--- config.mk ---
export PLATFORM = sky130hd
export DESIGN_NAME = ceespu_mem_stage
export DESIGN_NICKNAME = d
export VERILOG_FILES = /design/src/rtl/ceespu_mem_stage.sv
export SDC_FILE = /design/constraint.sdc
export NUM_CORES = 1
export LEC_CHECK = 0
export ABC_AREA = 1
export BUFFER_PORTS_ARGS = -buffer_cell sky130_fd_sc_hd__buf_4
export CORE_MARGIN = 4
export CORE_UTILIZATION = 48
export CTS_CLUSTER_SIZE = 14
export DETAILED_ROUTE_END_ITERATION = 12
export HOLD_SLACK_MARGIN = 0.02
export PLACE_DENSITY_LB_ADDON = 0.08
export SLEW_MARGIN = 20
export SYNTH_ARGS = -nofsm -noshare
export SYNTH_HDL_FRONTEND = slang
export SYNTH_SLANG_ARGS = --single-unit
--- constraint.sdc ---
create_clock -name I_clk -period 3 [get_ports I_clk]
set_input_delay 0.6 -clock I_clk [delete_from_list [all_inputs] [get_ports I_clk]]
set_output_delay 0.6 -clock I_clk [all_outputs]
set_load 0.01 [all_outputs]
--- src/rtl/ceespu_mem_stage.sv ---
// ceespu_mem_stage
// ----------------
// Memory-access stage of the ceespu pipeline. It sits directly after the ALU
// and either passes the ALU result through to writeback or performs one load
// or store over a simple req/ack data bus.
//
// Ports:
//   I_clk, I_rst_n       clock (posedge) and synchronous active-low reset
//   I_valid              instruction present from execute
//   I_memop              0 none, 1 LW, 2 LH, 3 LHU, 4 LB, 5 LBU, 6 SW, 7 SH, 8 SB
//                        (9-15 behave as none)
//   I_addr               effective address from the ALU adder
//   I_aluResult          value written back for non-memory instructions
//   I_storeData          store source register value
//   I_rd, I_regWrite     destination register and its write enable
//   O_stall              combinational freeze of the upstream pipeline
//   O_mem_*              registered bus request: req, we, word address,
//                        lane-replicated write data, byte enables
//   I_mem_ack            one-cycle bus completion pulse
//   I_mem_rdata          read data, valid together with I_mem_ack
//   O_wb_*               registered writeback record; O_wb_valid is a pulse
//   O_misaligned         pulse for a misaligned access (no bus traffic)
//   O_bus_error          pulse when a bus transaction times out
//
// TIMEOUT is the number of WAIT cycles without an ack before O_bus_error is
// raised; 0 disables the timeout.

module ceespu_mem_stage #(
    parameter int TIMEOUT = 255
) (
    input  logic        I_clk,
    input  logic        I_rst_n,
    input  logic        I_valid,
    input  logic [3:0]  I_memop,
    input  logic [31:0] I_addr,
    input  logic [31:0] I_aluResult,
    input  logic [31:0] I_storeData,
    input  logic [4:0]  I_rd,
    input  logic        I_regWrite,
    output logic        O_stall,
    output logic        O_mem_req,
    output logic        O_mem_we,
    output logic [31:0] O_mem_addr,
    output logic [31:0] O_mem_wdata,
    output logic [3:0]  O_mem_be,
    input  logic        I_mem_ack,
    input  logic [31:0] I_mem_rdata,
    output logic        O_wb_valid,
    output logic        O_wb_we,
    output logic [4:0]  O_wb_rd,
    output logic [31:0] O_wb_data,
    output logic        O_misaligned,
    output logic        O_bus_error
);

    localparam logic [3:0] OP_LW  = 4'd1;
    localparam logic [3:0] OP_LH  = 4'd2;
    localparam logic [3:0] OP_LHU = 4'd3;
    localparam logic [3:0] OP_LB  = 4'd4;
    localparam logic [3:0] OP_LBU = 4'd5;
    localparam logic [3:0] OP_SW  = 4'd6;
    localparam logic [3:0] OP_SH  = 4'd7;
    localparam logic [3:0] OP_SB  = 4'd8;

    // When TIMEOUT is 0 this wraps to all-ones, but the compare is gated off.
    localparam logic [31:0] COUNT_LIMIT = 32'(TIMEOUT - 1);

    typedef enum logic {
        S_IDLE,
        S_WAIT
    } state_t;

    state_t      r_state, w_stateNext;
    logic [31:0] r_count, w_countNext;
    logic [3:0]  r_memop, w_memopNext;
    logic [1:0]  r_lane, w_laneNext;
    logic [4:0]  r_rd, w_rdNext;
    logic        r_regWrite, w_regWriteNext;

    logic        r_memReq, w_memReqNext;
    logic        r_memWe, w_memWeNext;
    logic [31:0] r_memAddr, w_memAddrNext;
    logic [31:0] r_memWdata, w_memWdataNext;
    logic [3:0]  r_memBe, w_memBeNext;
    logic        r_wbValid, w_wbValidNext;
    logic        r_wbWe, w_wbWeNext;
    logic [4:0]  r_wbRd, w_wbRdNext;
    logic [31:0] r_wbData, w_wbDataNext;
    logic        r_misaligned, w_misalignedNext;
    logic        r_busError, w_busErrorNext;

    logic        w_isLoad, w_isStore, w_isMem, w_misaligned;
    logic        w_latchedIsLoad, w_timeoutHit;
    logic [3:0]  w_storeBe;
    logic [31:0] w_storeWdata, w_loadData;
    logic [7:0]  w_loadByte;
    logic [15:0] w_loadHalf;

    assign w_isLoad  = (I_memop >= OP_LW) && (I_memop <= OP_LBU);
    assign w_isStore = (I_memop >= OP_SW) && (I_memop <= OP_SB);
    assign w_isMem   = w_isLoad || w_isStore;
    assign w_misaligned =
        (((I_memop == OP_LW) || (I_memop == OP_SW)) && (I_addr[1:0] != 2'b00)) ||
        (((I_memop == OP_LH) || (I_memop == OP_LHU) || (I_memop == OP_SH)) && I_addr[0]);

    assign w_latchedIsLoad = (r_memop >= OP_LW) && (r_memop <= OP_LBU);

    // Ack in the same cycle as the last allowed WAIT cycle wins over timeout.
    assign w_timeoutHit = (TIMEOUT != 0) && (r_state == S_WAIT) && !I_mem_ack &&
                          (r_count == COUNT_LIMIT);

    // Stall drops in the ack/timeout cycle so upstream advances on that edge.
    assign O_stall = ((r_state == S_IDLE) && I_valid && w_isMem && !w_misaligned) ||
                     ((r_state == S_WAIT) && !I_mem_ack && !w_timeoutHit);

    // Byte-lane steering: narrow stores are replicated across the word and
    // the byte enables pick the lane the memory actually writes.
    always_comb begin
        w_storeBe    = 4'b1111;
        w_storeWdata = 32'h0;
        case (I_memop)
            OP_SW: begin
                w_storeBe    = 4'b1111;
                w_storeWdata = I_storeData;
            end
            OP_SH: begin
                w_storeBe    = I_addr[1] ? 4'b1100 : 4'b0011;
                w_storeWdata = {2{I_storeData[15:0]}};
            end
            OP_SB: begin
                w_storeBe    = 4'b0001 << I_addr[1:0];
                w_storeWdata = {4{I_storeData[7:0]}};
            end
            default: begin
                w_storeBe    = 4'b1111;
                w_storeWdata = 32'h0;
            end
        endcase
    end

    // Load extraction uses the lane latched at issue, not the live address.
    always_comb begin
        w_loadHalf = r_lane[1] ? I_mem_rdata[31:16] : I_mem_rdata[15:0];
        case (r_lane)
            2'd0:    w_loadByte = I_mem_rdata[7:0];
            2'd1:    w_loadByte = I_mem_rdata[15:8];
            2'd2:    w_loadByte = I_mem_rdata[23:16];
            default: w_loadByte = I_mem_rdata[31:24];
        endcase
        case (r_memop)
            OP_LH:   w_loadData = {{16{w_loadHalf[15]}}, w_loadHalf};
            OP_LHU:  w_loadData = {16'h0, w_loadHalf};
            OP_LB:   w_loadData = {{24{w_loadByte[7]}}, w_loadByte};
            OP_LBU:  w_loadData = {24'h0, w_loadByte};
            default: w_loadData = I_mem_rdata;
        endcase
    end

    // Next-state and next-output logic. Bus outputs hold by default so they
    // stay stable through WAIT; the writeback and exception flags are pulses.
    always_comb begin
        w_stateNext      = r_state;
        w_countNext      = r_count;
        w_memopNext      = r_memop;
        w_laneNext       = r_lane;
        w_rdNext         = r_rd;
        w_regWriteNext   = r_regWrite;
        w_memReqNext     = r_memReq;
        w_memWeNext      = r_memWe;
        w_memAddrNext    = r_memAddr;
        w_memWdataNext   = r_memWdata;
        w_memBeNext      = r_memBe;
        w_wbValidNext    = 1'b0;
        w_wbWeNext       = 1'b0;
        w_wbRdNext       = r_wbRd;
        w_wbDataNext     = r_wbData;
        w_misalignedNext = 1'b0;
        w_busErrorNext   = 1'b0;

        case (r_state)
            S_IDLE: begin
                if (I_valid) begin
                    if (!w_isMem) begin
                        w_wbValidNext = 1'b1;
                        w_wbWeNext    = I_regWrite;
                        w_wbRdNext    = I_rd;
                        w_wbDataNext  = I_aluResult;
                    end else if (w_misaligned) begin
                        w_misalignedNext = 1'b1;
                    end else begin
                        w_stateNext    = S_WAIT;
                        w_countNext    = 32'h0;
                        w_memopNext    = I_memop;
                        w_laneNext     = I_addr[1:0];
                        w_rdNext       = I_rd;
                        w_regWriteNext = I_regWrite;
                        w_memReqNext   = 1'b1;
                        w_memWeNext    = w_isStore;
                        w_memAddrNext  = {I_addr[31:2], 2'b00};
                        w_memWdataNext = w_storeWdata;
                        w_memBeNext    = w_storeBe;
                    end
                end
            end
            S_WAIT: begin
                if (I_mem_ack) begin
                    w_stateNext   = S_IDLE;
                    w_memReqNext  = 1'b0;
                    w_memWeNext   = 1'b0;
                    w_wbValidNext = 1'b1;
                    w_wbRdNext    = r_rd;
                    w_wbWeNext    = w_latchedIsLoad && r_regWrite;
                    w_wbDataNext  = w_latchedIsLoad ? w_loadData : 32'h0;
                end else if (w_timeoutHit) begin
                    w_stateNext    = S_IDLE;
                    w_memReqNext   = 1'b0;
                    w_memWeNext    = 1'b0;
                    w_busErrorNext = 1'b1;
                    w_wbValidNext  = 1'b1;
                    w_wbRdNext     = r_rd;
                    w_wbDataNext   = 32'h0;
                end else begin
                    w_countNext = r_count + 32'd1;
                end
            end
            default: w_stateNext = S_IDLE;
        endcase
    end

    // State and output registers; reset clears everything including any
    // in-flight request.
    always_ff @(posedge I_clk) begin
        if (!I_rst_n) begin
            r_state      <= S_IDLE;
            r_count      <= 32'h0;
            r_memop      <= 4'h0;
            r_lane       <= 2'b00;
            r_rd         <= 5'h0;
            r_regWrite   <= 1'b0;
            r_memReq     <= 1'b0;
            r_memWe      <= 1'b0;
            r_memAddr    <= 32'h0;
            r_memWdata   <= 32'h0;
            r_memBe      <= 4'h0;
            r_wbValid    <= 1'b0;
            r_wbWe       <= 1'b0;
            r_wbRd       <= 5'h0;
            r_wbData     <= 32'h0;
            r_misaligned <= 1'b0;
            r_busError   <= 1'b0;
        end else begin
            r_state      <= w_stateNext;
            r_count      <= w_countNext;
            r_memop      <= w_memopNext;
            r_lane       <= w_laneNext;
            r_rd         <= w_rdNext;
            r_regWrite   <= w_regWriteNext;
            r_memReq     <= w_memReqNext;
            r_memWe      <= w_memWeNext;
            r_memAddr    <= w_memAddrNext;
            r_memWdata   <= w_memWdataNext;
            r_memBe      <= w_memBeNext;
            r_wbValid    <= w_wbValidNext;
            r_wbWe       <= w_wbWeNext;
            r_wbRd       <= w_wbRdNext;
            r_wbData     <= w_wbDataNext;
            r_misaligned <= w_misalignedNext;
            r_busError   <= w_busErrorNext;
        end
    end

    assign O_mem_req    = r_memReq;
    assign O_mem_we     = r_memWe;
    assign O_mem_addr   = r_memAddr;
    assign O_mem_wdata  = r_memWdata;
    assign O_mem_be     = r_memBe;
    assign O_wb_valid   = r_wbValid;
    assign O_wb_we      = r_wbWe;
    assign O_wb_rd      = r_wbRd;
    assign O_wb_data    = r_wbData;
    assign O_misaligned = r_misaligned;
    assign O_bus_error  = r_busError;

endmodule
==> report_table.html <==
<table>
<tr><th>Metric</th><th>Value</th></tr>
<tr><th colspan="2">Worst setup path</th></tr>
<tr><td>Crit Path Class</td><td>register to primary output</td></tr>
<tr><td>CP max stage cell</td><td>sky130_fd_sc_hd__dfxtp_1</td></tr>
<tr><td>Crit path capture type</td><td>primary output</td></tr>
<tr><td>Worst path required time</td><td>2.40 ns</td></tr>
<tr><td>CP cell instances</td><td>buf_4, clkinv_1, buf_4, nor2_1, nand2_2, nand2_2, buf_4</td></tr>
<tr><td>CP delay by family, top</td><td>buffers and inverters</td></tr>
<tr><td>Kind of start point of the critical path</td><td>register</td></tr>
<tr><td>Maximum fanout along the worst path</td><td>35</td></tr>
<tr><td>Critical path buffers and inverters</td><td>4</td></tr>
<tr><td>Critical Path AT</td><td>~2 ns</td></tr>
<tr><td>Cell seen most often among critical-path stages</td><td>sky130_fd_sc_hd__buf_4</td></tr>
<tr><td>Crit path largest cell delay</td><td>0.41 ns</td></tr>
<tr><th colspan="2">Route</th></tr>
<tr><td>Routed wirelength normalized by instance count</td><td>15.12 µm</td></tr>
<tr><td>Iteration count of the initial detailed-routing pass</td><td>6</td></tr>
<tr><td>Number of vias per cell after detailed routing</td><td>5.173</td></tr>
<tr><td>Total via count in the routed design</td><td>around 9,500</td></tr>
<tr><td>Number of routed nets with antenna violations</td><td>0</td></tr>
<tr><td>DRC violation count after routing</td><td>0</td></tr>
<tr><td>Post-detailed-routing wire length</td><td>27,800 µm</td></tr>
<tr><td>1st-iter DRT viols</td><td>716</td></tr>
<tr><th colspan="2">STA</th></tr>
<tr><td>Transition time at the pin with the least slew margin</td><td>0.7246 ns</td></tr>
<tr><td>Setup repair after global routing missed its margin</td><td>false</td></tr>
<tr><td>Number of slew-limit violations in the final report</td><td>0</td></tr>
<tr><td>Maximum frequency from static timing analysis</td><td>390.6 MHz</td></tr>
<tr><td>Final clock period utilization by the worst path</td><td>85.34%</td></tr>
<tr><td>Crit path time final</td><td>around 2.6 ns</td></tr>
<tr><td>Final-report hold violation count</td><td>0</td></tr>
<tr><td>Rel. slew slack</td><td>51.58%</td></tr>
<tr><td>Max Clock Skew</td><td>0.01515 ns</td></tr>
<tr><td>Final hold slack</td><td>roughly 0.36 ns</td></tr>
<tr><td>Sum Neg Setup Slack</td><td>0 ns</td></tr>
<tr><td>Count of endpoints failing setup in the final report</td><td>0</td></tr>
<tr><th colspan="2">Layout</th></tr>
<tr><td>Core occupancy in the finished layout</td><td>63.66%</td></tr>
<tr><td>Area of the multi-input gates</td><td>4569 µm²</td></tr>
<tr><td># nets final</td><td>1,745</td></tr>
<tr><td>Number of filler cells placed in the layout</td><td>1,658</td></tr>
<tr><td>Layout cell share with drive strength beyond 1</td><td>about a fifth</td></tr>
<tr><td>Total area of sequential cells</td><td>3083 µm²</td></tr>
<tr><td>Number of antenna cells inserted</td><td>0</td></tr>
<tr><td>Top library cells by usage in the layout, fill and taps aside</td><td>341 x sky130_fd_sc_hd__nand2_1, 318 x sky130_fd_sc_hd__nor2_1, 270 x sky130_fd_sc_hd__buf_4</td></tr>
<tr><td>Area overhead of the layout relative to synthesis</td><td>30.00%</td></tr>
<tr><td>Most common cell after layout, fill and taps aside</td><td>sky130_fd_sc_hd__nand2_1</td></tr>
<tr><th colspan="2">Power and ir drop</th></tr>
<tr><td>Portion of total power attributed to combinational logic</td><td>19.9%</td></tr>
<tr><td>Cell Int Power</td><td>0.003747 W</td></tr>
<tr><td>Power per standard cell area</td><td>491.5 nW/µm²</td></tr>
<tr><td>Switching power of the nets</td><td>0.001665 W</td></tr>
<tr><td>Clock share of power</td><td>38.6%</td></tr>
<tr><td>VDD IR max</td><td>0.0004223 V</td></tr>
<tr><td>Switching share of total power</td><td>30.77%</td></tr>
<tr><td>Flop pwr share</td><td>41.5%</td></tr>
<tr><td>Leakage power</td><td>about 5.1 nW</td></tr>
<tr><th colspan="2">Floorplan</th></tr>
<tr><td>Initial core utilization</td><td>48.97%</td></tr>
<tr><td>Area of the placeable core</td><td>17,300 µm²</td></tr>
<tr><td>Num rows</td><td>48</td></tr>
<tr><td>Overall die width</td><td>140.8 µm</td></tr>
<tr><td>Number of top-level pins</td><td>254</td></tr>
<tr><td>Die ar.</td><td>19,830 µm²</td></tr>
<tr><td>Height of the die</td><td>between 100 and 150 µm</td></tr>
<tr><th colspan="2">Place</th></tr>
<tr><td>Count of input and output buffers</td><td>251</td></tr>
<tr><td>Final weighted congestion in routability-driven placement</td><td>between 0.9 and 1</td></tr>
<tr><td>Total half-perimeter wirelength after legalization and detailed placement</td><td>20,200 µm</td></tr>
<tr><th colspan="2">Clocking</th></tr>
<tr><td>Insertion delay to the later sink of the worst-skew pair</td><td>0.43 ns</td></tr>
<tr><td>Clock tree from TritonCTS</td><td>yes</td></tr>
<tr><td>Clock root buffer master</td><td>sky130_fd_sc_hd__clkbuf_16</td></tr>
<tr><td>Number of setup buffers added after CTS</td><td>0</td></tr>
<tr><td>Total CTS buffers</td><td>17</td></tr>
<tr><td>Gates resized, CTS repair</td><td>0</td></tr>
<tr><td>Maximum level of the CTS H-tree</td><td>4</td></tr>
<tr><td># clock sinks</td><td>between 150 and 200</td></tr>
<tr><td>Hold buffer count at CTS</td><td>0</td></tr>
<tr><td>Clock-pin slew on the worst setup and hold paths</td><td>0.07 ns</td></tr>
<tr><td>Maximum buffer depth of the clock tree</td><td>2</td></tr>
<tr><th colspan="2">Global route</th></tr>
<tr><td>Wire length of the first global-routing pass</td><td>approximately 45,000 µm</td></tr>
<tr><td>Total GRT Usage</td><td>27.46%</td></tr>
<tr><td>Pin count of the biggest net entering global routing</td><td>89</td></tr>
<tr><td>Remaining global-route overflow</td><td>0</td></tr>
<tr><td>Initial antenna violation count</td><td>0</td></tr>
<tr><td>Number of global-route vias before repair</td><td>8,916</td></tr>
<tr><th colspan="2">Yosys</th></tr>
<tr><td>Post-synthesis sequential area ratio</td><td>36.40%</td></tr>
<tr><td>Netlist cell types</td><td>34</td></tr>
<tr><td>Average cell area after synthesis</td><td>6.119 µm²</td></tr>
<tr><td>Synth area leaders</td><td>sky130_fd_sc_hd__dfxtp_1 36%, sky130_fd_sc_hd__nand2_1 15%, sky130_fd_sc_hd__nor2_1 14%</td></tr>
<tr><td>Synth Cell Area</td><td>between 8000 and 9000 µm²</td></tr>
<tr><td>Count of yosys warnings during synthesis</td><td>0</td></tr>
<tr><td>Share of the synthesized area in the top cell type</td><td>between 30% and 40%</td></tr>
<tr><td>Top cell type by total area after synthesis</td><td>sky130_fd_sc_hd__dfxtp_1</td></tr>
<tr><td>Flop and latch count out of synthesis</td><td>154</td></tr>
<tr><td>Post-Syn Instances</td><td>1,384</td></tr>
<tr><th colspan="2">Worst hold path</th></tr>
<tr><td>Path class of the lowest-slack min-delay path</td><td>primary input to register</td></tr>
<tr><th colspan="2">Run</th></tr>
<tr><td>Number of max-cap violations</td><td>0</td></tr>
<tr><th colspan="2">Status</th></tr>
<tr><td>Status</td><td>finished, final reports clean</td></tr>
</table>
## registers in the layout (all words and copies together), names as in the netlist
name	cells
O_mem_addr	30
O_mem_wdata	32
O_mem_we	1
r_rd	5
O_wb_rd	5
O_wb_we	1
r_count	32
O_mem_req	1
r_memop	4
r_regWrite	1
r_lane	2
O_wb_valid	1
r_state	1
O_wb_data	32
O_mem_be	4
O_misaligned	1
O_bus_error	1
## synthesized netlist by cell type, drive strengths merged
library cell    n
nor3b           1
a21boi          8
nand4           3
nor2          323
o21ai          86
a21oi         112
ha              2
dfxtp         154
o22ai          10
nand3b          3
or2             1
buf            51
clkbuf         24
nor3            4
xor2            9
nand3         109
conb            1
a31oi           2
a211oi          1
inv           118
nand2         346
nor4            1
o211ai         15
## logic make-up after synthesis
kind of cell,after synthesis,synth area share [%]
AO/OA/AOI/OAI,234,14.76
XOR/XNOR,9,0.9308
adder cells (fa/ha/maj),2,0.2954
buffers and inverters,193,9.780
flip-flops,154,36.40
other,1,0.04428
AND/OR/NAND/NOR,791,37.79
## final cells by class
class / instances / area share [%]
Sequential cell: 154 / 28.00
Multi-Input combinational cell: 1038 / 41.50
Timing Repair Buffer: 272 / 18.77
Clock buffer: 18 / 3.989
Tap cell: 225 / 2.557
Clock inverter: 14 / 1.159
Inverter: 118 / 4.023
## power groups by stage
stage | combinational, W | sequential, W | clock (W)
after floorplan | 0.000552 | 0.00233 | 0
after global placement | 0.00107 | 0.00228 | 0
after detailed placement | 0.00107 | 0.00229 | 0
after CTS | 0.00108 | 0.00224 | 0.00213
after global routing | 0.00120 | 0.00226 | 0.00219
final | 0.00108 | 0.00224 | 0.00209
## stage by stage
stage / worst slack [ns] / power (W) / area, µm² / cells
2_1_floorplan: 0.9050 / 0.002880 / 8473 / 1385
3_3_place_gp: 0.5807 / 0.003350 / 10440 / 1807
3_5_place_dp: 0.5520 / 0.003361 / 10440 / 1807
4_1_cts: 0.4180 / 0.005448 / 11010 / 1839
5_1_grt: 0.2631 / 0.005651 / 11010 / 1839
6_report: 0.4398 / 0.005412 / 11010 / 1839
## layer usage
metal  track usage [%]  vias to the layer above  wire length (µm)  share of wire, %
li1                  -                     4820                 -                 -
met1             36.56                     4289             12180                44
met2             43.60                      364             12670                46
met3             7.938                       41              2451               8.8
met4             7.751                        0               505               1.8
met5                 0                        -                 0                 0
## path summary, 6_finish.rpt
kind                                        to  depth (start not counted)  slack, ns           start
worst min-delay path               O_bus_error                          2       0.36       I_mem_ack
worst max register to register      O_wb_rd[2]                          9       0.63         r_state
worst max-delay path                   O_stall                          7       0.44         r_state
worst min register to register  O_mem_wdata[7]                          2       0.47  O_mem_wdata[7]
Power figures use the tool's default switching activity.
